## src/rtl/weight_loader_if.sv

```systemverilog
// weight_loader_if: control, weight-memory read port and weight stream of the weight loader
interface weight_loader_if #(
  parameter int DATA_W = 8,
  parameter int ADDR_W = 13,
  parameter int IDX_W  = 2
);
  logic              load_weight;
  logic [ADDR_W-1:0] base_address;
  logic              mem_rd_en;
  logic [ADDR_W-1:0] mem_addr;
  logic [DATA_W-1:0] mem_rd_data;
  logic              weight_valid;
  logic              weight_ready;
  logic [DATA_W-1:0] weight_data;
  logic [IDX_W-1:0]  weight_index;
  logic              busy;
  logic              done;
  modport master (
    input  load_weight, base_address, mem_rd_data, weight_ready,
    output mem_rd_en, mem_addr, weight_valid, weight_data, weight_index, busy, done
  );
  modport slave (
    output load_weight, base_address, mem_rd_data, weight_ready,
    input  mem_rd_en, mem_addr, weight_valid, weight_data, weight_index, busy, done
  );
endinterface

```

## src/rtl/weight_loader.sv

```systemverilog
// weight_loader: streams one tile of weights from memory into the array through a 2-entry buffer
module weight_loader #(
  parameter int DATA_W    = 8,
  parameter int ADDR_W    = 13,
  parameter int N_WEIGHTS = 4,
  parameter int IDX_W     = 2
) (
  input  logic              clk,
  input  logic              reset,
  weight_loader_if.master   bus
);
  localparam int CNT_W = $clog2(N_WEIGHTS + 1);
  typedef enum logic [1:0] {IDLE, RUN, DONE} state_t;
  state_t            state_q, state_d;
  logic              lw_q, lw_d;
  logic              inflight_q, inflight_d;
  logic [ADDR_W-1:0] base_q, base_d, addr_q, addr_d;
  logic [CNT_W-1:0]  issued_q, issued_d;
  logic [IDX_W-1:0]  accepted_q, accepted_d;
  logic [1:0]        count_q, count_d;
  logic [DATA_W-1:0] e0_q, e0_d, e1_q, e1_d;
  logic              start, pop, push, last, rd_en;
  always_ff @(posedge clk) begin
    if (reset) begin
      state_q    <= IDLE;
      lw_q       <= 1'b0;
      inflight_q <= 1'b0;
      base_q     <= '0;
      addr_q     <= '0;
      issued_q   <= '0;
      accepted_q <= '0;
      count_q    <= '0;
      e0_q       <= '0;
      e1_q       <= '0;
    end else begin
      state_q    <= state_d;
      lw_q       <= lw_d;
      inflight_q <= inflight_d;
      base_q     <= base_d;
      addr_q     <= addr_d;
      issued_q   <= issued_d;
      accepted_q <= accepted_d;
      count_q    <= count_d;
      e0_q       <= e0_d;
      e1_q       <= e1_d;
    end
  end
  always_comb begin
    start      = state_q == IDLE && bus.load_weight && !lw_q;
    push       = state_q == RUN && inflight_q;
    last       = pop && accepted_q == IDX_W'(N_WEIGHTS - 1);
    state_d    = start ? RUN : state_q == RUN ? (last ? DONE : RUN) : state_q == DONE ? IDLE : state_q;
    lw_d       = bus.load_weight;
    inflight_d = rd_en;
    base_d     = start ? bus.base_address : base_q;
    issued_d   = start ? '0 : issued_q + CNT_W'(rd_en);
    accepted_d = start ? '0 : accepted_q + IDX_W'(pop);
    count_d    = count_q + 2'(push) - 2'(pop);
    // the head refills from the second slot, or straight from memory when that slot is empty
    e0_d       = pop ? (count_q == 2'd2 ? e1_q : push ? bus.mem_rd_data : e0_q)
                     : (push && count_q == 2'd0 ? bus.mem_rd_data : e0_q);
    e1_d       = push && ((pop && count_q == 2'd2) || (!pop && count_q == 2'd1)) ? bus.mem_rd_data : e1_q;
  end
  always_comb begin
    pop   = count_q != 2'd0 && bus.weight_ready;
    rd_en = state_q == RUN && issued_q < CNT_W'(N_WEIGHTS)
            && ({1'b0, count_q} + 3'(inflight_q) - 3'(pop)) < 3'd2;
    addr_d           = rd_en ? base_q + ADDR_W'(issued_q) : addr_q;
    bus.mem_rd_en    = rd_en;
    bus.mem_addr     = addr_d;
    bus.weight_valid = count_q != 2'd0;
    bus.weight_data  = e0_q;
    bus.weight_index = accepted_q;
    bus.busy         = state_q == RUN;
    bus.done         = state_q == DONE;
  end
endmodule
```

## src/flat_wrapper.sv

```systemverilog
// flat-port wrapper written by rule: the top's interface ports become plain ports
module weight_loader_flat 
#(
  parameter int DATA_W    = 8,
  parameter int ADDR_W    = 13,
  parameter int N_WEIGHTS = 4,
  parameter int IDX_W     = 2
)
  (clk, reset, bus_load_weight, bus_base_address, bus_mem_rd_data, bus_weight_ready, bus_mem_rd_en, bus_mem_addr, bus_weight_valid, bus_weight_data, bus_weight_index, bus_busy, bus_done);
  weight_loader_if #(.DATA_W(DATA_W), .ADDR_W(ADDR_W), .IDX_W(IDX_W)) bus_i ();
  input  logic clk;
  input  logic reset;
  input wire logic [$bits(bus_i.load_weight)-1:0] bus_load_weight;
  input wire logic [$bits(bus_i.base_address)-1:0] bus_base_address;
  input wire logic [$bits(bus_i.mem_rd_data)-1:0] bus_mem_rd_data;
  input wire logic [$bits(bus_i.weight_ready)-1:0] bus_weight_ready;
  output wire logic [$bits(bus_i.mem_rd_en)-1:0] bus_mem_rd_en;
  output wire logic [$bits(bus_i.mem_addr)-1:0] bus_mem_addr;
  output wire logic [$bits(bus_i.weight_valid)-1:0] bus_weight_valid;
  output wire logic [$bits(bus_i.weight_data)-1:0] bus_weight_data;
  output wire logic [$bits(bus_i.weight_index)-1:0] bus_weight_index;
  output wire logic [$bits(bus_i.busy)-1:0] bus_busy;
  output wire logic [$bits(bus_i.done)-1:0] bus_done;
  assign bus_i.load_weight = bus_load_weight;
  assign bus_i.base_address = bus_base_address;
  assign bus_i.mem_rd_data = bus_mem_rd_data;
  assign bus_i.weight_ready = bus_weight_ready;
  assign bus_mem_rd_en = bus_i.mem_rd_en;
  assign bus_mem_addr = bus_i.mem_addr;
  assign bus_weight_valid = bus_i.weight_valid;
  assign bus_weight_data = bus_i.weight_data;
  assign bus_weight_index = bus_i.weight_index;
  assign bus_busy = bus_i.busy;
  assign bus_done = bus_i.done;
  weight_loader #(.DATA_W(DATA_W), .ADDR_W(ADDR_W), .N_WEIGHTS(N_WEIGHTS), .IDX_W(IDX_W)) u_core (.clk(clk), .reset(reset), .bus(bus_i));
endmodule
```

## config.mk

```make
export PLATFORM = sky130hd
export DESIGN_NAME = weight_loader_flat
export DESIGN_NICKNAME = d
export VERILOG_FILES = /design/src/rtl/weight_loader_if.sv /design/src/rtl/weight_loader.sv /design/src/flat_wrapper.sv
export SDC_FILE = /design/constraint.sdc
export NUM_CORES = 1
export LEC_CHECK = 0
export CAP_MARGIN = 20
export CORE_MARGIN = 3
export CORE_UTILIZATION = 46
export CTS_CLUSTER_SIZE = 20
export DETAILED_ROUTE_END_ITERATION = 16
export PLACE_DENSITY = 0.8
export SYNTH_ARGS = -nofsm -noshare
export SYNTH_HDL_FRONTEND = slang
export SYNTH_SLANG_ARGS = --single-unit
```

## constraint.sdc

```tcl
create_clock -name clk -period 2.9 [get_ports clk]
set_clock_uncertainty 0.1 [all_clocks]
set_input_delay 0.29 -clock clk [delete_from_list [all_inputs] [get_ports clk]]
set_output_delay 0.29 -clock clk [all_outputs]
set_load 0.005 [all_outputs]
```

### Word level (Yosys, flattened, before mapping)

Index checks and enable logic that the tools add are counted.

* flip-flop bits (word level): 53
* word-level logic and storage cells: 57
* bits of input ports: 25

* multiplexer cells: 9
* order comparisons: 2
* equality and inequality tests: 6
* reduce and logical (&&, ||, !) cells: 22
* add/sub/neg operators: 7

Operators by type and width (count)
* two-way mux 8 bit: 4
* adder 13 x 3 -> 13 bit: 1
* two-way mux 13 bit: 1
* logical AND 1 bit: 11
* == test 2 bit, second input constant: 3
* two-way mux 2 bit: 3
* nonzero test 2 bit: 3
* adder 2 x 1 -> 2 bit: 2
* == test 2 x 1 -> 1 bit, second input constant: 2
* zero test 2 bit: 2
* adder 2 x 1 -> 3 bit: 1
* adder 3 x 1 -> 3 bit: 1
* < comparator 3 x 2 -> 1 bit, second input constant: 1
* < comparator 3 bit, second input constant: 1
* != test 3 bit, second input constant: 1
* nonzero test 3 bit: 1
* subtractor 3 x 1 -> 3 bit: 1
* zero test 1 bit: 2
* AND reduction 2 bit: 1
* OR reduction 2 bit: 1
* subtractor 2 x 1 -> 2 bit: 1
* logical OR 1 bit: 1
* two-way mux 1 bit: 1

### Longest topological paths before layout

* depth in word-level cells: 6
* depth in mapped cells: 13

### Worst setup path after synthesis

Ideal clock, no wire load.

* kind: register -> register
* start point: register u_core.count_q[1]
* end point: register u_core.issued_q[2]
* setup slack: 175 ps
* data arrival time: 2505 ps
* setup time: 120 ps
* cell stages (with the launch flop): 14
* cell sequence: dfxtp_1 > buf_6 > o21a_1 > nor2b_1 > fa_1 > and3b_1 > nand2_1 > inv_2 > buf_4 > buf_2 > ha_1 > ha_1 > xnor2_1 > nor2_1

* cells in the longest elaborated chain, start to end: 6
* elaborated cells on any way between the ends: 7
* classes of those cells: add/sub (3); order compare (1); reduce/logical (3)

Ends and longest elaborated chain
* start, declared: line weight_loader.sv:20 `logic [1:0] count_q, count_d;`
* start signal, assigned: line weight_loader.sv:43 `count_q <= count_d;`
* parallel branches: the longest is 2 deep, another holds adder 2 x 1 -> 3 bit
* subtractor 3 x 1 -> 3 bit *: line weight_loader.sv:67 `&& ({1'b0, count_q} + 3'(inflight_q) - 3'(pop)) < 3'd2;`
* < comparator 3 x 2 -> 1 bit *: line weight_loader.sv:67
* logical AND 1 bit *: line weight_loader.sv:67
* named net bus_mem_rd_en: line flat_wrapper.sv:17 `output wire logic [$bits(bus_i.mem_rd_en)-1:0] bus_mem_rd_en;`
* adder 3 x 1 -> 3 bit *: line weight_loader.sv:56 `issued_d = start ? '0 : issued_q + CNT_W'(rd_en);`
* end signal, assigned: line weight_loader.sv:41 `issued_q <= issued_d;`
* end, declared: line weight_loader.sv:18 `logic [CNT_W-1:0] issued_q, issued_d;`

Mark *: on every way through the listed nets, which the timed path passes.
A chain may end at the register's enable or synchronous reset.

### Worst setup path in the final report

* start point: register u_core.count_q[0]
* end point: output bus_mem_addr[11]

* cells in the longest elaborated chain, start to end: 6
* elaborated cells on any way between the ends: 7
* classes of those cells: add/sub (2); order compare (1); mux (1); reduce/logical (3)

Ends and longest elaborated chain
* parallel branches: the longest is 2 deep, another holds adder 2 x 1 -> 3 bit
* subtractor 3 x 1 -> 3 bit *: line weight_loader.sv:67
* < comparator 3 x 2 -> 1 bit *: line weight_loader.sv:67
* logical AND 1 bit *: line weight_loader.sv:67
* two-way mux 13 bit *: line weight_loader.sv:68 `addr_d = rd_en ? base_q + ADDR_W'(issued_q) : addr_q;`
* end, declared: line flat_wrapper.sv:18 `output wire logic [$bits(bus_i.mem_addr)-1:0] bus_mem_addr;`

Mark *: on every way between the ends.

==> results.toml <==
[logic_synthesis]
syn_nets = 316
yosys.area.top_type = "dfxtp_1"
syn_area_um2 = 2500
ys_seq_area_frac = 0.424
synth_warnings = 0
synth_edf_count = 0
ys_seq_elements = 53
synth-main-ff-cell = "dfxtp_1"
synth_cell_type_count = 41
synth.avg_cell_area_um2 = 8.98
synth_cells = 279
synth_top_cell_area_share = 0.424
ys_top_cells_by_area = "dfxtp_1, mux2i_1, nand2_1"
async_flop_share = 0

[worst_hold_path]
hold_path_end = "u_core.base_q[0]"
worstHoldStart = "u_core.base_q[0]"
holdPathStages = 2
worstHoldPathType = "flop to flop"

[clock_tree]
cts_buffers = 5
cts.sinks = 53
cts_tree = "built"
clk_latency_ps = 300
clkTransAtPathRegs_ps = 90
root_buffer = "clkbuf_8"
clockBufferDepth = 2
cts-htree-levels = 2

[pwr]
cellPowerDensity_nw_per_um2 = 770
total_power_mw = 2.55
ir_drop_mv = 0.313
p_leak_nw = 1.41

[setup_path]
start_kind = "flop"
cp.required_ps = 2510
critPathKind = "flop to output pin"
r2r-start = "u_core.count_q[0]"
worstRegToRegCells = 11
reg2reg_to = "u_core.issued_q[2]"
cp.arrival_ps = 2450
endpoint_kind = "output pin"
reg2reg_slack_ps = 460
crit_fanout = 3

[cells_and_area]
stdcell_count = 414
post-route-util = 0.640
nets = 380
syn2layout_area_growth_pct = 32.1
stdcell_area_um2 = 3310
final_layout_size_suffix_gt1_frac = 0.192
antenna_cells = 0

[timing]
setup_viol = 0
holdWs_ps = 377
rsz0062_at_grt = "true"
worst_slack_ps = 60.7
relSlewSlack = 0.527
fin_crit_sh = 0.979
final-hold-violation-count = 0
slew_violations = 0
fmax_ghz = 0.352
finalSetupTns_ps = 0
period_needed_ps = 2840
tightestPinTransition_ps = 707

[global_route]
grt_pass1_vias = 1955
grt_max_degree = 32
grt.overflow.total = 0
antenna_found_initial = 0
grt_use_total = 0.177
grt_pass1_wl_um = 8920

[floorplan]
die_area_um2 = 6370
start_util = 0.484
pin_count = 52
fp.dieW_um = 79.8
fp.dieH_um = 79.8
core_area_um2 = 5170
rows = 26

[placed_design]
portBuffers = 51
place.gp.congestion = 0.806
place_ws_ps = -473
hpwl_um = 3770
place_area_um2 = 3140
dp_cells = 400

[job]
cap_viol_max_count = 0

[detailed_routing]
ant_nets = 0
viasPerCell = 5.11
first_pass_iters = 4
wl_per_cell_um = 13.2
dr_total_vias = 2115
totalWireLength_um = 5450
first_iter_violations = 95
drc = 0

[status]
outcome = "finished, final reports clean"
-- cells by family after synthesis --
family	synth area share
flip-flops	0.424
buffers and inverters	0.0499
adder cells (fa/ha/maj)	0.0659
AO/OA/AOI/OAI	0.137
XOR/XNOR	0.0559
AND/OR/NAND/NOR	0.194
multiplexers	0.0729
-- worst max-delay path by stage --
| stage | start | endpoint |
|---|---|---|
| 6_report | u_core.count_q[0] | bus_mem_addr[11] |
| 5_1_grt | u_core.count_q[0] | bus_mem_addr[11] |
| 4_1_cts | u_core.count_q[1] | bus_mem_addr[11] |
| 3_5_place_dp | bus_weight_ready | bus_mem_addr[11] |
| 3_3_place_gp | bus_weight_ready | bus_mem_addr[11] |
| 2_1_floorplan | u_core.count_q[1] | u_core.issued_q[2] |
-- cell usage in the layout (no fill, tap or decap), types with 10 or more instances in the layout --
cell type	instances
dfxtp_1	50
clkdlybuf4s50_1	36
nand2_1	35
nor2_1	30
a21oi_1	21
buf_4	18
mux2i_1	16
a211oi_1	16
ha_1	10
-- metal layers --
metal | global-route usage | vias up | share of wire
li1 | - | 1078 | -
met1 | 0.226 | 977 | 0.46
met2 | 0.299 | 50 | 0.49
met3 | 0.0384 | 10 | 0.042
met4 | 0.0541 | 0 | 0.014
met5 | 0 | - | 0
-- area by class of cell --
type	count	area, um^2
clock buffers	6	72.6
clock inverters	2	10.0
fillers	432	1860
inverters	9	33.8
multi-input cells	201	1380
flip-flops and latches	53	1060
well taps	70	87.6
repair buffers	73	663
-- registers in the layout (all words and copies together), names as in the netlist --
register                 flops
u_core.e1_q                  8
u_core.bus.weight_index      2
u_core.addr_q               13
u_core.lw_q                  1
u_core.state_q               2
u_core.bus.weight_data       8
u_core.issued_q              3
u_core.count_q               2
u_core.inflight_q            1
u_core.base_q               13
-- cell usage after synthesis, drive strengths merged (2+ instances only) --
master,count
fa,2
inv,9
clkbuf,9
dfxtp,53
nand2b,3
nor2,36
xor2,8
nor2b,6
buf,7
o21ai,2
nand2,36
a21o,2
nand4,3
a211oi,19
ha,10
nor4,2
and4,3
or2,2
mux2i,16
nand3b,2
a21oi,23
nand3,2
xnor2,8
mux2,2
nor3,4
-- critical path, cell delays in order (launching register included) --
cell and delay, ps:
dfxtp_2 340, o21a_1 210, nor2b_4 130, fa_1 490, and3b_1 190, nand2_2 80, buf_4 140, buf_4 130
a211oi_4 250, nor3_2 70, clkbuf_2 110
-- report_power, final --
part | total (mW) | internal (mW) | leakage, nW | switching, mW
registers | 0.942 | 0.866 | 0.433 | 0.0756
clock network | 0.403 | 0.168 | 0.0450 | 0.235
logic | 1.20 | 0.652 | 0.927 | 0.551
-- what timing repair did --
| action | 4_1_cts | 5_1_grt |
|---|---|---|
| hold endpoints to repair | 0 | 0 |
| gates cloned | 1 | 0 |
| pin swaps | 2 | 3 |
| setup buffers | 5 | 1 |
| resized for setup | 33 | 30 |
| hold buffers | 0 | 0 |
| endpoints found under the setup margin | 14 | 13 |
Power figures use the tool's default switching activity.
==> RTL edit (same flow settings) <==
`ADDR_W` is set to 13 in 3 places; all go to 12.
--- a/src/rtl/weight_loader_if.sv
+++ b/src/rtl/weight_loader_if.sv
@@ -1,7 +1,7 @@
 // weight_loader_if: control, weight-memory read port and weight stream of the weight loader
 interface weight_loader_if #(
   parameter int DATA_W = 8,
-  parameter int ADDR_W = 13,
+  parameter int ADDR_W = 12,
   parameter int IDX_W  = 2
 );
   logic              load_weight;
--- a/src/rtl/weight_loader.sv
+++ b/src/rtl/weight_loader.sv
@@ -1,7 +1,7 @@
 // weight_loader: streams one tile of weights from memory into the array through a 2-entry buffer
 module weight_loader #(
   parameter int DATA_W    = 8,
-  parameter int ADDR_W    = 13,
+  parameter int ADDR_W    = 12,
   parameter int N_WEIGHTS = 4,
   parameter int IDX_W     = 2
 ) (
--- a/src/flat_wrapper.sv
+++ b/src/flat_wrapper.sv
@@ -2,7 +2,7 @@
 module weight_loader_flat 
 #(
   parameter int DATA_W    = 8,
-  parameter int ADDR_W    = 13,
+  parameter int ADDR_W    = 12,
   parameter int N_WEIGHTS = 4,
   parameter int IDX_W     = 2
 )
Interface: changed (resized bus_base_address and bus_mem_addr); port bits go from 52 to 50. No check against the original RTL was run, so the function may have changed too.
==> RTL edit against the original RTL <==
- cell area fell by 3.9%
- clock power fell by 8.4%
- power fell by 7.7%
- sequential power fell by 4.2%
- fmax rose by 3.1%
- count of clock-buffer cells in the layout did not move
- area after synthesis fell by 1.4%
- sequential cell count fell by 2
- worst setup slack improved by 0.086 ns
- routed wire length fell by 8.3%
- cell count fell by 2.4%
- critical endpoint is now bus_mem_addr[10]
- largest cell class unchanged
- highest routed layer unchanged
==> RTL edit: results <==
# TYPE chip_impl_metric gauge
chip_impl_metric{name="sequential_cell_area_fraction_in_the_yosys_report",unit="%"} 41.36
chip_impl_metric{name="wl",unit="mm"} 4.994
chip_impl_metric{name="estimated_wirelength_of_the_detail_placed_design",unit="mm"} 3.741
chip_impl_metric{name="dpl.cell_count",unit=""} 398
chip_impl_metric{name="intPower",unit="W"} 0.001590
chip_impl_metric{name="whs",unit="ns"} 0.3638
chip_impl_metric{name="wirelength_met1",unit="mm"} 2.311
chip_impl_info{name="result_of_the_run",value="completed"} 1
chip_impl_metric{name="share_of_layout_cells_above_drive_strength_1",unit="%"} 16.77
chip_impl_info{name="largest_registers",value="u_core.addr_q x12, u_core.base_q x12"} 1
chip_impl_metric{name="irDropWorstVdd",unit="uV"} 311.6
chip_impl_metric{name="timing.critical_path.arrival",unit="ns"} 2.36
chip_impl_metric{name="avgRoutedWirePerCell",unit="um"} 12.36
chip_impl_metric{name="count_of_cell_types_in_the_netlist",unit=""} 46
chip_impl_metric{name="grt_util_all_layers",unit="%"} 16.81
chip_impl_metric{name="met2WireLength",unit="mm"} 2.376
chip_impl_metric{name="reg2reg_setup_slack",unit="ns"} 0.51
chip_impl_metric{name="detailedRoute.firstPassIterationCount",unit=""} 5
chip_impl_metric{name="synth_fp_nets",unit=""} 312
chip_impl_metric{name="synth.mux.area_fraction",unit="%"} 7.805
chip_impl_metric{name="leakage",unit="nW"} 1.284
chip_impl_metric{name="fmaxAchievable",unit="MHz"} 363.1
chip_impl_metric{name="grt_pass1_wl",unit="mm"} 8.535
chip_impl_info{name="hp-start",value="u_core.base_q[2]$_SDFFE_PP0P_"} 1
chip_impl_metric{name="initial_drt_markers",unit=""} 70
chip_impl_info{name="synth.top_cells.by_area",value="sky130_fd_sc_hd__dfxtp_1, sky130_fd_sc_hd__a21oi_1, sky130_fd_sc_hd__ha_1, sky130_fd_sc_hd__nand2_1, sky130_fd_sc_hd__nor2_1"} 1
[RTL edit: cell count changes in the layout (fill, tap and decap cells not counted), sizes merged, moves of 5 or more]
| cell | before | now |
|---|---|---|
| a211oi | 19 | 9 |
| a21oi | 23 | 30 |
| buf | 24 | 16 |
| mux2 | 2 | 10 |
| mux2i | 16 | 8 |
| nand2 | 36 | 31 |
| nor2 | 36 | 30 |
| nor3 | 4 | 20 |
| xor2 | 8 | 3 |
[RTL edit: stage by stage]
stage | util [%] | total power (W) | TNS (ns) | cell area, sq um
final | 61.83 | 0.002353 | 0 | 3178
after global routing | 61.83 | 0.002535 | -0.02619 | 3178
after CTS | 62.10 | 0.002386 | 0 | 3192
after detailed placement | 60.76 | 0.002077 | -3.152 | 3123
after global placement | 60.76 | 0.002049 | -2.779 | 3123
after floorplan | - | 0.001467 | 0 | 2469
[RTL edit: worst reg2reg max path, delay by kind of cell, from the launching register on]
family                   cells  cell delay (ns)
adder cells (fa/ha/maj)      3             0.82
AND/OR/NAND/NOR              4             0.51
flip-flops                   1             0.32
buffers and inverters        2             0.21
AO/OA/AOI/OAI                1             0.18
XOR/XNOR                     1             0.15
[RTL edit: worst max path at each step]
stage	end	slack [ns]
after CTS	bus_mem_addr[0]	0.03
final	bus_mem_addr[10]	0.15
after detailed placement	bus_mem_addr[2]	-0.28
after floorplan	u_core.issued_q[2]$_SDFF_PP0_	0.23
after global placement	bus_mem_addr[7]	-0.25
after global routing	bus_mem_addr[10]	-0.02
[RTL edit: cell families (layout without fill, tap and decap cells)]
group,after synthesis,in the layout
compound gates,48,48
mux,18,18
xor+xnor,15,15
simple gates,109,109
buf+inv,23,81
fa+ha+maj,12,12
flops,51,51
[RTL edit: power groups by stage]
stage          clock [W]  sequential (W)  combinational (W)
3_5_place_dp           0        0.000915            0.00116
3_3_place_gp           0        0.000912            0.00114
4_1_cts         0.000381        0.000904            0.00110
5_1_grt         0.000413        0.000923            0.00120
2_1_floorplan          0        0.000907           0.000560
6_report        0.000369        0.000902            0.00108
[RTL edit: final cells by class]
class                   count  area (sq um)
multi-input cells         202          1371
flip-flops and latches     51          1022
repair buffers             65         584.3
fillers                   474          1962
well taps                  70         87.58
clock buffers               6         72.57
inverters                  10         40.04
[RTL edit: routing by layer]
layer	vias to the layer above	global-route usage (%)
met5	-	0
met4	0	5.842
met3	5	3.515
met2	55	28.87
met1	941	20.76
li1	1059	-
[RTL edit: repair_timing]
item	CTS	global route
gates resized for setup	17	22
setup endpoints to repair	13	13
gates cloned	0	0
pin swaps	1	3
